==> config.mk <==
export PLATFORM = sky130hd
export DESIGN_NAME = uart_tx_arb
export DESIGN_NICKNAME = d
export VERILOG_FILES = /design/src/rtl/uart_tx_arb.sv
export SDC_FILE = /design/constraint.sdc
export NUM_CORES = 1
export LEC_CHECK = 0
export CORE_MARGIN = 2
export CORE_UTILIZATION = 48
export CTS_CLUSTER_DIAMETER = 40
export DETAILED_ROUTE_END_ITERATION = 16
export GPL_ROUTABILITY_DRIVEN = 0
export PLACE_DENSITY = 0.84
export SYNTH_ARGS = -nofsm -noshare
export SYNTH_HDL_FRONTEND = slang
export SYNTH_SLANG_ARGS = --single-unit
==> constraint.sdc <==
create_clock -name iClk -period 8.2 [get_ports iClk]
set_input_delay 1.64 -clock iClk [delete_from_list [all_inputs] [get_ports iClk]]
set_output_delay 1.64 -clock iClk [all_outputs]
set_load 0.01 [all_outputs]
==> src/rtl/uart_tx_arb.sv <==
`default_nettype none
// ============================================================================
// Module : uart_tx_arb
// Packet-level round-robin arbiter sharing one UART Tx FIFO among 3 requesters.
// Rev    : 1.0 - initial release
// ============================================================================
module uart_tx_arb #(
    parameter int TIMEOUT_CYC = 1000
) (
    input  logic        iClk,
    input  logic        iRst,
    input  logic [2:0]  iReq_Valid,
    input  logic [23:0] iReq_Data,
    input  logic [2:0]  iReq_Last,
    output logic [2:0]  oReq_Ready,
    input  logic        iTx_Full,
    output logic        oPush,
    output logic [7:0]  oAscii,
    output logic [2:0]  oGrant,
    output logic        oBusy,
    output logic        oTimeout
);

    // Revoke fires on the idle cycle whose increment would make the counter reach TIMEOUT_CYC.
    localparam logic [15:0] c_to_last = 16'(TIMEOUT_CYC - 1);

    typedef enum logic [0:0] {
        IDLE = 1'b0,
        XFER = 1'b1
    } state_t;

    state_t      r_state, w_state_nxt;
    logic [2:0]  r_grant, w_grant_nxt, w_rr_pick;
    logic [1:0]  r_last_owner, w_last_owner_nxt, w_owner_idx;
    logic [15:0] r_cnt, w_cnt_nxt;
    logic        w_owner_valid, w_owner_last, w_push, w_timeout;

    // Grant is all-zero outside XFER, so every grant-masked output is quiet in IDLE and reset.
    assign w_owner_valid = |(iReq_Valid & r_grant);
    assign w_owner_last  = |(iReq_Last & r_grant);
    assign oReq_Ready    = r_grant & {3{~iTx_Full}};
    assign w_push        = |(iReq_Valid & oReq_Ready);
    assign w_timeout     = (r_state == XFER) && !w_owner_valid && !iTx_Full && (r_cnt == c_to_last);
    assign w_owner_idx   = r_grant[2] ? 2'd2 : (r_grant[1] ? 2'd1 : 2'd0);

    assign oPush    = w_push;
    assign oGrant   = r_grant;
    assign oBusy    = (r_state == XFER);
    assign oTimeout = w_timeout;
    assign oAscii   = ({8{r_grant[0]}} & iReq_Data[7:0])
                    | ({8{r_grant[1]}} & iReq_Data[15:8])
                    | ({8{r_grant[2]}} & iReq_Data[23:16]);

    always_comb begin
        w_rr_pick = 3'b000;
        case (r_last_owner)
            2'd0: begin
                if      (iReq_Valid[1]) w_rr_pick = 3'b010;
                else if (iReq_Valid[2]) w_rr_pick = 3'b100;
                else if (iReq_Valid[0]) w_rr_pick = 3'b001;
            end
            2'd1: begin
                if      (iReq_Valid[2]) w_rr_pick = 3'b100;
                else if (iReq_Valid[0]) w_rr_pick = 3'b001;
                else if (iReq_Valid[1]) w_rr_pick = 3'b010;
            end
            default: begin
                if      (iReq_Valid[0]) w_rr_pick = 3'b001;
                else if (iReq_Valid[1]) w_rr_pick = 3'b010;
                else if (iReq_Valid[2]) w_rr_pick = 3'b100;
            end
        endcase
    end

    always_comb begin
        w_state_nxt      = r_state;
        w_grant_nxt      = r_grant;
        w_last_owner_nxt = r_last_owner;
        w_cnt_nxt        = r_cnt;
        case (r_state)
            IDLE: begin
                if (|iReq_Valid) begin
                    w_state_nxt = XFER;
                    w_grant_nxt = w_rr_pick;
                    w_cnt_nxt   = 16'd0;
                end
            end
            XFER: begin
                if (w_push) begin
                    w_cnt_nxt = 16'd0;
                    if (w_owner_last) begin
                        w_state_nxt      = IDLE;
                        w_grant_nxt      = 3'b000;
                        w_last_owner_nxt = w_owner_idx;
                    end
                end else if (w_timeout) begin
                    w_state_nxt      = IDLE;
                    w_grant_nxt      = 3'b000;
                    w_last_owner_nxt = w_owner_idx;
                end else if (!w_owner_valid && !iTx_Full) begin
                    w_cnt_nxt = r_cnt + 16'd1;
                end
            end
            default: begin
                w_state_nxt = IDLE;
                w_grant_nxt = 3'b000;
            end
        endcase
    end

    always_ff @(posedge iClk or negedge iRst) begin
        if (!iRst) begin
            r_state      <= IDLE;
            r_grant      <= 3'b000;
            r_last_owner <= 2'd2;
            r_cnt        <= 16'd0;
        end else begin
            r_state      <= w_state_nxt;
            r_grant      <= w_grant_nxt;
            r_last_owner <= w_last_owner_nxt;
            r_cnt        <= w_cnt_nxt;
        end
    end

endmodule
`default_nettype wire
==> results summary, run 1 <==
During synthesis, Yosys emitted a total of 0 warnings. The count of flip-flops with a built-in enable after synthesis is 0. The count of buffers added on input and output ports is 49.

By count the netlist is led by sky130_fd_sc_hd__dfrtp_1 (21), sky130_fd_sc_hd__nor2_1 (14), sky130_fd_sc_hd__inv_1 (12), sky130_fd_sc_hd__o31ai_1 (12), sky130_fd_sc_hd__a222oi_1 (10). The flow ran to the end, and the final reports show no timing, DRC or antenna violations. The timing-limited maximum frequency came out at 183 MHz. The shortest clock period the worst path allows after layout came out at 5460 ps. The critical path's slowest cell is sky130_fd_sc_hd__clkdlybuf4s50_1.

Setup repair after global routing left no endpoint under its margin. The final setup TNS came out at 0 ps. Among all flip-flop cells after synthesis, the most frequent one is sky130_fd_sc_hd__dfrtp_1. Summing all non-filler instances in the final layout gives an area of 1970 um2. Walking the worst path, the cells encountered are clkdlybuf4s50_1, a22oi_1, nand2_1, or4_4, clkinv_2, clkdlybuf4s50_1.

The diode insertion count for antenna repair came out at 0. The post-synth net total came out at 197. Global routing used 26.4% of the available tracks. The number of fillers in the final layout came out at 213. The count of final setup violators came out at 0. The total via count after detailed routing is 1,584. The overall die height came out at 58.8 um. The combinational power share came out at 50.8%. The maximum level of the CTS H-tree came out at 1. The hold violation count in the final report came out at 0. The type of destination of the critical path is a primary output. The most common cell type on the critical path is sky130_fd_sc_hd__clkdlybuf4s50_1. The number of clock buffers added by TritonCTS is 3.

The via count of the first global-routing pass came out at 1,550. For this run the aggregate overflow at the end of global routing stands at 0. The floorplan step defined a die boundary enclosing 3460 um2. The sort of element at the start of the critical path is an input port. The final layout contains 243 nets. The number of rows created at floorplan is 19.

In the post-synthesis netlist, the cell with the most instances is sky130_fd_sc_hd__dfrtp_1. The final worst-path cycle share is 66.6%. The layout overhead on the synthesized area is 36.6%. The largest net degree at the start of global routing came out at 23. The number of hold buffers added after CTS is 0. Once detailed placement completed, the half-perimeter wirelength came to 3240 um.

For this configuration, the core starts out at a cell density of 51.4%. The worst slew margin relative to its limit is 35.2%. The kind of critical path is input port to primary output. The fraction of final layout cells sized beyond drive strength 1 came out at 4.81%. The placeable core region is 2810 um2. The internal cell power came out at 287 uW. The insertion delay of the later-clocked pin in the worst-skew pair is 320 ps.

The clock drives 22 sinks. Before antenna repair, the detailed router went through 5 iterations. After technology mapping, the gate count stands at 163. The data required time at the worst endpoint came out at 6560 ps. In this run switching power makes up 40.6% of total power. The number of placed I/O pins came out at 50. TritonCTS built the clock tree. The initial antenna violation count is 0. The pre-CTS worst setup slack came out at 2770 ps. The setup slack after layout is 2740 ps.

The number of slew-limit violations in the final report came out at 0. The net switching power figure is 196 uW. The clock network fraction of design power came out at 12.9%. In the final layout, the multi-input gates occupy 796 um2. In the final routed layout, each cell accounts on average for 17.9 um. The proportion of synthesized chip area in sequential cells came out at 38.2%. VDD sags by at most 0.000175 V. In the routed design, unresolved DRC markers number 0. The cell area that synthesis handed to floorplanning was 1440 um2. sky130_fd_sc_hd__dfrtp_1 takes more of the synthesized area than any other cell. The area share of the largest cell type after synthesis is 36.4%. The first-pass GRT wire length came out at 7000 um. The largest fanout on the critical path came out at 16.

After synthesis, the cell types taking the most area are sky130_fd_sc_hd__dfrtp_1 (36%), sky130_fd_sc_hd__a222oi_1 (6.9%), sky130_fd_sc_hd__o31ai_1 (6.2%). For this block, the initial DRC count from the detailed router was 119. The deepest clock path buffer count came out at 2. The total placed instance area is 1930 um2. The sequential cell area came out at 552 um2. The setup clock skew after layout came out at 6.23 ps. The count of maximum capacitance violations came out at 0. Data on the critical path arrives at its endpoint at 3820 ps. The number of gates resized after CTS was 0. The post-detailed-route via-to-cell ratio is 6.63. The root buffer cell is sky130_fd_sc_hd__clkbuf_4. The clock-pin slew reported for the worst setup and hold paths after clock tree synthesis is 130 ps. The share of flip-flops with an asynchronous set or reset is 100%. The remaining number of nets flagged by the antenna check after routing is 0. The final routed wirelength across all metal layers is 4280 um. The fraction of power consumed by sequential logic is 36.3%. The number of distinct library cells after synthesis is 43. The power density over the cells is 245 nW/um2. On the worst path, the slowest cell contributes a delay of 570 ps. In this run the mean area of a mapped cell was 8.85 um2. The slew at the pin closest to its max-slew limit came out at 970 ps. The class of the most critical hold timing path is flop to flop. The die is 58.8 um wide. The number of buffers inserted by post-CTS setup repair is 0. The register bit total from synthesis is 22. The leakage power summed over all cells came out at 0.786 nW.
[critical path: cells and delay by family]
kind                   cells  cell delay, ps
AO/OA/AOI/OAI              1             240
AND/OR/NAND/NOR            2             660
buffers and inverters      3            1280
[state kept, by name (all words and copies together), names as in the netlist]
name	cells
oGrant	3
r_cnt	16
oBusy	1
r_last_owner	2
[metal layers]
| metal | global-route usage [%] | routed length [um] |
|---|---|---|
| met2 | 47.3 | 2240 |
| met3 | 6.15 | 361 |
| met5 | 0 | 0 |
| met1 | 30.7 | 1610 |
| met4 | 9.09 | 61 |
[worst paths after layout]
check                                              endpoint                  start  slack (ps)  cells after the start
min in group asynchronous             r_cnt[11]$_DFFE_PN0P_                   iRst        1840                      1
worst min register to register         r_cnt[0]$_DFFE_PN0P_   r_cnt[0]$_DFFE_PN0P_         540                      1
worst min-delay path                   r_cnt[0]$_DFFE_PN0P_   r_cnt[0]$_DFFE_PN0P_         540                      1
max in group asynchronous       r_last_owner[0]$_DFFE_PN0P_                   iRst        5770                      1
worst max register to register         r_cnt[3]$_DFFE_PN0P_  r_cnt[12]$_DFFE_PN0P_        5590                      6
worst max-delay path                               oTimeout          iReq_Valid[1]        2740                      6
[metrics by stage]
step	utilization, %	instances	power (mW)	hold WS (ps)
3_5_place_dp	69.0	235	0.419	515
3_3_place_gp	69.0	235	0.408	492
4_1_cts	70.2	239	0.481	534
5_1_grt	70.2	239	0.512	569
2_1_floorplan	-	163	0.298	457
6_report	70.2	239	0.483	539
[layout by cell type (no fill, tap or decap), types with 2 or more instances in the layout]
cell type and instances:
sky130_fd_sc_hd__nor2_1 14, sky130_fd_sc_hd__nand3b_1 2, sky130_fd_sc_hd__nand4_1 4, sky130_fd_sc_hd__nor2b_1 6, sky130_fd_sc_hd__o21ai_0 4, sky130_fd_sc_hd__a222oi_1 10
sky130_fd_sc_hd__clkbuf_4 3, sky130_fd_sc_hd__o21ai_1 3, sky130_fd_sc_hd__inv_1 12, sky130_fd_sc_hd__nand2b_1 3, sky130_fd_sc_hd__dfrtp_1 21, sky130_fd_sc_hd__o31ai_1 12
sky130_fd_sc_hd__o2bb2ai_1 3, sky130_fd_sc_hd__or3_1 4, sky130_fd_sc_hd__o41ai_1 3, sky130_fd_sc_hd__a21oi_1 7, sky130_fd_sc_hd__clkdlybuf4s50_1 49, sky130_fd_sc_hd__nand3_1 5
sky130_fd_sc_hd__or4_1 5, sky130_fd_sc_hd__xnor2_1 4, sky130_fd_sc_hd__nand2_1 9, sky130_fd_sc_hd__nor3_1 3
[power groups by stage]
stage | Combinational, mW | Clock, mW | Sequential [mW]
floorplan | 0.146 | 0 | 0.153
global placement | 0.236 | 0 | 0.173
detailed placement | 0.243 | 0 | 0.175
CTS | 0.245 | 0.0626 | 0.173
global route | 0.267 | 0.0660 | 0.179
finish | 0.245 | 0.0623 | 0.175
[cell families (layout without fill, tap and decap cells)]
logic type | Yosys count | count (layout) | synth area share (%)
buffers and inverters | 22 | 67 | 6.59
multiplexers | 2 | 2 | 1.47
flip-flops | 22 | 22 | 38.2
XOR/XNOR | 4 | 4 | 2.43
AND/OR/NAND/NOR | 60 | 60 | 22.6
AO/OA/AOI/OAI | 52 | 52 | 27.8
adder cells (fa/ha/maj) | 1 | 1 | 0.867
[cell type report]
class / count / area share (%)
inverter: 13 / 2.54
clock buffer: 4 / 1.84
tap: 31 / 1.97
timing repair buffer: 50 / 25.3
sequential: 22 / 28.0
multi-input combinational: 119 / 40.4
Power figures use the tool's default switching activity.
==> run 2, diff against run 1 <==
Settings changed: CORE_UTILIZATION 48 to 41, PLACE_DENSITY 0.84 to 0.77.
Clock period 8.2 ns to 4.5 ns, I/O delays scaled along.
==> run 2 against run 1 <==
Net effect: total power up 87%; hold slack lost 12 ps; sequential power grew 82%; highest routed layer unchanged.
==> results summary, run 2 (synthesized netlist as in run 1, its figures left out) <==
The run finished with clean final reports. The worst path uses 89.0% of the clock period. The largest net degree at the start of global routing came out at 23. Static timing analysis puts the maximum clock frequency at 250 MHz. The total overflow left after global routing is 0. The library cell used most frequently in the layout, excluding fill and tap cells, is sky130_fd_sc_hd__clkdlybuf4s50_1. The most common cell type on the critical path is sky130_fd_sc_hd__clkdlybuf4s50_1. 50 I/O pins were placed. The final routed wirelength across all metal layers came out at 4170 um. The initial antenna violation count came out at 0.

For this run, the total global-route usage over all layers was measured as 21.6%. The number of cell instances on the worst register-to-register path came out at 5. The via count of the first global-routing pass was 1,554. The sort of element at the start of the critical path is an input port.

The deepest clock path buffer count came out at 2. Row generation in the floorplan step produced 21 rows. For this design, the slowest cell found on the critical path is sky130_fd_sc_hd__clkdlybuf4s50_1.

The count of nets left with antenna violations once routing finished came out at 0. The number of hold buffers added after CTS is 0. The x dimension of the die came out at 63.3 um. The power density over the cells came out at 451 nW/um2.

The first TritonRoute pass finished after 5 iterations. The tool flagged a number of max-cap violations equal to 0. In this run, the number of DRC markers left after iteration 0 of detailed routing was 164. The worst setup path is of the input port to primary output kind.

The TritonCTS sink count came out at 22. The worst slew margin relative to its limit is 30.2%. The initial cell density of the core is 42.9%. The worst setup path is captured at a primary output. The detail-routed net length per standard cell is 16.5 um.

The clock buffer count from CTS came out at 3. The final setup TNS is 0 ps. The count of input and output buffers is 49. At the pin with the least slew margin, the transition time is 1040 ps. The cell sitting at the root of the clock tree is a sky130_fd_sc_hd__clkbuf_4. Leaving out fill and tap cells, the most frequent cells in the layout are sky130_fd_sc_hd__clkdlybuf4s50_1 (49), sky130_fd_sc_hd__dfrtp_1 (21), sky130_fd_sc_hd__nor2_1 (14), sky130_fd_sc_hd__inv_1 (12), sky130_fd_sc_hd__o31ai_1 (12). The clock reaches the later pin of the worst-skew pair after 310 ps. For this run, design rule violations remaining after detail routing come to 0.

The diode insertion count for antenna repair is 0. The leakage power summed over all cells came out at 0.788 nW. The number of buffers inserted by post-CTS setup repair came out at 0.

The net total in the final layout is 242. The setup clock skew after layout is 7.39 ps. The signal on the critical path passes through clkdlybuf4s50_1, a22oi_1, nand2_1, or4_4, clkinv_2, clkdlybuf4s50_1. The largest fanout on the critical path is 16.

The largest stage delay on the critical path came out at 570 ps. The number of slew-limit violations in the final report is 0. The worst ir drop on vdd came out at 0.000240 V. The post-detailed-route via-to-cell ratio came out at 6.07. The routed layout has 1,535 vias. Setup repair after global routing left no endpoint under its margin. Total power for the finished layout comes to 902 uW. The number of flip-flops under the largest register name came out at 16.

After routing the design area is 2000 um2. The hold violation count in the final report came to 0. The shortest clock period the worst path allows after layout is 4010 ps. The number of gates resized after cts came out at 0. The placeable core region is 3360 um2. Of the cells placed in the final design, the portion with a size suffix greater than 1 is 4.35%. The maximum level of the CTS H-tree came out at 1. The clock-pin slew reported for the worst setup and hold paths after clock tree synthesis is 120 ps. The count of final setup violators came out at 0. TritonCTS built the clock tree. The data arrival time of the worst path is 3110 ps.

The die is 63.3 um tall. The first global-routing pass estimated 6940 um of wire. The data required time at the worst endpoint is 3600 ps.

The area of the die is 4010 um2. The detailed-placement wirelength estimate is 3030 um. The worst hold path belongs to the class flop to flop. The layout overhead on the synthesized area came out at 38.5%. More flip-flops sit in one register than any other, and that register is r_cnt. After detailed placement, the total cell area comes to 1950 um2. The number of cells on the worst hold path came out at 1.
## run 2: final timing paths
kind | start | slack, ps | endpoint
min in group asynchronous | iRst | 1130 | r_cnt[4]$_DFFE_PN0P_
hold reg to reg | r_cnt[12]$_DFFE_PN0P_ | 530 | r_cnt[12]$_DFFE_PN0P_
setup reg to reg | oGrant[0]$_DFFE_PN0P_ | 1820 | r_cnt[9]$_DFFE_PN0P_
setup / recovery | iReq_Valid[0] | 490 | oTimeout
max in group asynchronous | iRst | 2760 | r_cnt[13]$_DFFE_PN0P_
hold / removal | r_cnt[12]$_DFFE_PN0P_ | 530 | r_cnt[12]$_DFFE_PN0P_
## run 2: routing by layer
metal	track usage (%)	vias up	part of all wire, %
met5	0	-	0
met4	7.07	0	1.2
met3	4.29	6	5.3
met2	39.1	65	51
met1	25.6	747	42
li1	-	717	-
## run 2: power breakdown
| group | switching, mW | internal (mW) |
|---|---|---|
| Sequential | 0.0822 | 0.236 |
| Combinational | 0.200 | 0.232 |
| Clock | 0.0618 | 0.0900 |
| Total | 0.344 | 0.558 |
## run 2: stage by stage
step,setup slack (ps),util (%),cells,hold slack (ps)
final,495,59.4,253,528
after global routing,375,59.4,253,549
after CTS,518,59.4,253,522
after detailed placement,530,57.8,249,489
after global placement,595,57.8,249,486
after floorplan,1500,-,163,457
## run 2: cell type report
class	count	area [um2]
multi-input cells	119	796
well taps	46	57.6
fillers	326	1370
repair buffers	49	490
flip-flops and latches	22	552
clock inverters	1	30.0
clock buffers	3	22.5
inverters	13	50.0
## run 2: critical path: cells and delay by family
family	cells	cell delay [ps]
buf+inv	3	1270
simple gates	2	660
compound gates	1	270
==> run 3, diff against run 2 <==
Settings changed: ABC_AREA from default to 1, CORE_UTILIZATION 41 to 43.
==> run 3 against run 2 <==
Net effect: utilization rose by 0.88 points; clock skew rose by 3.6 ps; critical endpoint unchanged; synthesized cell count rose by 61%; final area rose by 13%; final cell count rose by 40%; highest routed layer unchanged; fmax rose by 17%; count of clock-buffer cells in the layout did not move.
==> results summary, run 3 <==
The timing-limited maximum frequency came out at 292 MHz. The initial cell density of the core came out at 45.8%. CTS built an H-tree with a depth of 1. The slack of the worst reg-to-reg path is 2720 ps. The count of maximum capacitance violations came out at 0. The overall die height came out at 67.2 um.

The final setup TNS came out at 0 ps. The first-pass GRT wire length came out at 7160 um. The shortest clock period the worst path allows after layout is 3430 ps.

OpenSTA, run right after detailed placement, puts the worst setup slack at 1050 ps. r_cnt holds more flip-flops than any other register. The share of synthesized area in the top cell type comes to 30.6%. The share of flip-flops with an asynchronous set or reset is 100%. The detailed-placement wirelength estimate is 3310 um. The data arrival time of the worst path came out at 2530 ps. The number of slew-limit violations in the final report is 0. After detailed routing, the number of vias per cell comes to 4.92. The register bit total from synthesis came out at 22. The slew at the pin closest to its max-slew limit came out at 977 ps. After detailed routing, the number of remaining DRC violations is 0. The flow ran to the end, and the final reports show no timing, DRC or antenna violations. The final routed wirelength across all metal layers came out at 4180 um. Across the routed clock network, the largest skew measured is 10.9 ps. The x dimension of the die is 67.2 um. The number of hold buffers added after CTS is 0. The clock-pin slew reported for the worst setup and hold paths after clock tree synthesis came out at 80 ps. The diode insertion count for antenna repair came out at 0. The initial antenna violation count was 0.

The global-route congestion overflow total came out at 0. The largest fanout on the critical path came out at 6. The critical hold path startpoint is r_last_owner[1]$_DFFE_PN1P_.

The global router's overall resource usage is 20.7%. The count of input and output buffers is 49. The hold violation count in the final report is 0.

The power density over the cells is 243 nW/um2. Of all cell types, the one taking the most synthesized area is sky130_fd_sc_hd__dfrtp_1. The setup path with the least slack is of type input port to primary output. The count of buffer and inverter cells on the critical path came out at 4. In this run the post-CTS setup repair buffer count came out at 0. The class of the most critical hold timing path is flop to flop. The layout overhead on the synthesized area is 31.6%. The number of rows created at floorplan is 22. The insertion delay of the later-clocked pin in the worst-skew pair came out at 270 ps. The via count of the first global-routing pass is 1,638. The post-synthesis area per instance is 6.52 um2. The launch point of the worst reg-to-reg path is oGrant[2]$_DFFE_PN0P_.

The worst register-to-register path has a depth of 8. The placeable core region is 3740 um2. The number of distinct library cells after synthesis came out at 31.

The warning count from the yosys run came out at 0. The fraction of final layout cells sized beyond drive strength 1 is 9.12%. The post-synth net total is 297. Leaving out fill and tap cells, the most frequent cells in the layout are sky130_fd_sc_hd__nand2_1 (99), sky130_fd_sc_hd__clkdlybuf4s50_1 (49), sky130_fd_sc_hd__nand3_1 (32), sky130_fd_sc_hd__inv_1 (29), sky130_fd_sc_hd__nor2_1 (27).

The total via count after detailed routing is 1,747. The sort of element at the start of the critical path is an input port. The final hold slack is 509 ps. The initial detailed-routing violation count came out at 105. The synthesized instance count came out at 263. The remaining number of nets flagged by the antenna check after routing came out at 0. On the worst path, the slowest cell contributes a delay of 530 ps. The first detailed-routing pass ran for 4 iterations. Setup repair after global routing left no endpoint under its margin. The final worst-path cycle share came out at 76.2%. The area of the die is 4510 um2. Yosys attributes the largest share of cell area to sky130_fd_sc_hd__dfrtp_1 (31%), sky130_fd_sc_hd__nand2_1 (22%), sky130_fd_sc_hd__nand3_1 (9.3%). Counting instances in the post-synthesis netlist gives the leading cell types as sky130_fd_sc_hd__nand2_1 (99), sky130_fd_sc_hd__nand3_1 (32), sky130_fd_sc_hd__inv_1 (29). The number of flip-flops under the largest register name is 16. The largest net degree at the start of global routing is 33. The deepest clock path buffer count came out at 2. The signal on the critical path passes through clkdlybuf4s50_1, inv_1, nand3_1, nor2_1, nand2_2, inv_1, clkdlybuf4s50_1.

The count of final setup violators came out at 0. CTS saw 22 sinks. The detail-routed net length per standard cell is 11.8 um.

The worst path meets setup with 1070 ps of slack. The library cell used most frequently in the layout, excluding fill and tap cells, is sky130_fd_sc_hd__nand2_1. In this run the count of I/O pins placed on the die edge is 50. Yosys instantiated no cell more often than sky130_fd_sc_hd__nand2_1. Sequential elements use 32.2% of the synthesized area. At the end of the flow, the number of nets in the layout was 342. The cell class contributing the biggest share of worst-path delay is buffers and inverters. The cell depth of the worst setup path is 7. Tracing the worst setup path back leads to its startpoint at iTx_Full. The critical path's slowest cell is sky130_fd_sc_hd__clkdlybuf4s50_1. The most critical setup path has its endpoint at oTimeout. The number of gates resized after cts is 0. TritonCTS created 3 clock buffers. The flip-flop cell with the highest count after synthesis is sky130_fd_sc_hd__dfrtp_1. In this run, synthesis inferred 0 flip-flops with an integrated enable.

The non-filler instance count after layout is 355. The worst slew margin relative to its limit came out at 34.7%. The total instance count after detailed placement is 351.

VDD sags by at most 0.000242 V. For this design the static power due to leakage is 1.02 nW. The tree is rooted in a sky130_fd_sc_hd__clkbuf_8. The data required time at the worst endpoint is 3600 ps. STA classifies the critical path endpoint as a primary output. The CTS tree is yes. The summed instance area of the synthesized netlist came out at 1720 um2. In this run the critical register-to-register path is captured at r_cnt[12]$_DFFE_PN0P_.
run 3: changes by cell type after synthesis, moves of 10 or more:
cell	previous run	this run
sky130_fd_sc_hd__a222oi_1	10	0
sky130_fd_sc_hd__inv_1	12	29
sky130_fd_sc_hd__nand2_1	9	99
sky130_fd_sc_hd__nand3_1	5	32
sky130_fd_sc_hd__nor2_1	14	27
sky130_fd_sc_hd__o21ai_2	1	14
sky130_fd_sc_hd__o31ai_1	12	0
run 3: worst min path at each step:
stage                     cells past startpoint                           to
after detailed placement                      2  r_last_owner[1]$_DFFE_PN1P_
after floorplan                               2  r_last_owner[1]$_DFFE_PN1P_
after global placement                        2  r_last_owner[1]$_DFFE_PN1P_
after global routing                          2        r_cnt[15]$_DFFE_PN0P_
after CTS                                     2  r_last_owner[1]$_DFFE_PN1P_
final                                         2  r_last_owner[1]$_DFFE_PN1P_
run 3: where the power goes:
group,switching (mW),leakage [nW],internal [mW]
Sequential,0.0233,0.292,0.217
Clock,0.0701,0.0357,0.119
Combinational,0.0603,0.689,0.0584
Total,0.154,1.02,0.395
run 3: stage by stage:
stage                     power (mW)  util, %  instance area [um2]
after floorplan                0.320        -                 1720
after global placement         0.358     58.4                 2190
after detailed placement       0.364     58.4                 2190
after CTS                      0.554     60.3                 2260
after global routing           0.584     60.3                 2260
final                          0.548     60.3                 2260
run 3: logic make-up (layout without fill, tap and decap cells):
kind of cell | after synthesis | after routing | share of synthesized area, %
AO/OA/AOI/OAI | 30 | 30 | 13.3
AND/OR/NAND/NOR | 170 | 170 | 42.0
adder cells (fa/ha/maj) | 1 | 1 | 0.729
XOR/XNOR | 1 | 1 | 0.511
buffers and inverters | 39 | 83 | 11.2
flip-flops | 22 | 22 | 32.2
run 3: cell type report:
cell class | count | area [um2]
clock inverter | 1 | 30.0
clock buffer | 3 | 41.3
timing repair buffer | 49 | 490
tap | 48 | 60.1
sequential | 22 | 552
inverter | 30 | 113
multi-input combinational | 202 | 971
fill | 375 | 1490
run 3: worst register-to-register path, stage by stage (launching register included):
cell                      delay, ps
sky130_fd_sc_hd__dfrtp_1        570
sky130_fd_sc_hd__nand2_1        170
sky130_fd_sc_hd__nand3_2        150
sky130_fd_sc_hd__nor2_2         150
sky130_fd_sc_hd__nand2_2        110
sky130_fd_sc_hd__nand2_4        320
sky130_fd_sc_hd__inv_1           90
sky130_fd_sc_hd__nand2_1         70
sky130_fd_sc_hd__nand2_1         40
run 3: metal layers:
metal | vias up | part of all wire [%] | GRT usage (%)
li1 | 925 | - | -
met1 | 772 | 48 | 29.0
met2 | 44 | 46 | 32.3
met3 | 6 | 5.3 | 4.50
met4 | 0 | 1.1 | 5.10
met5 | - | 0 | 0
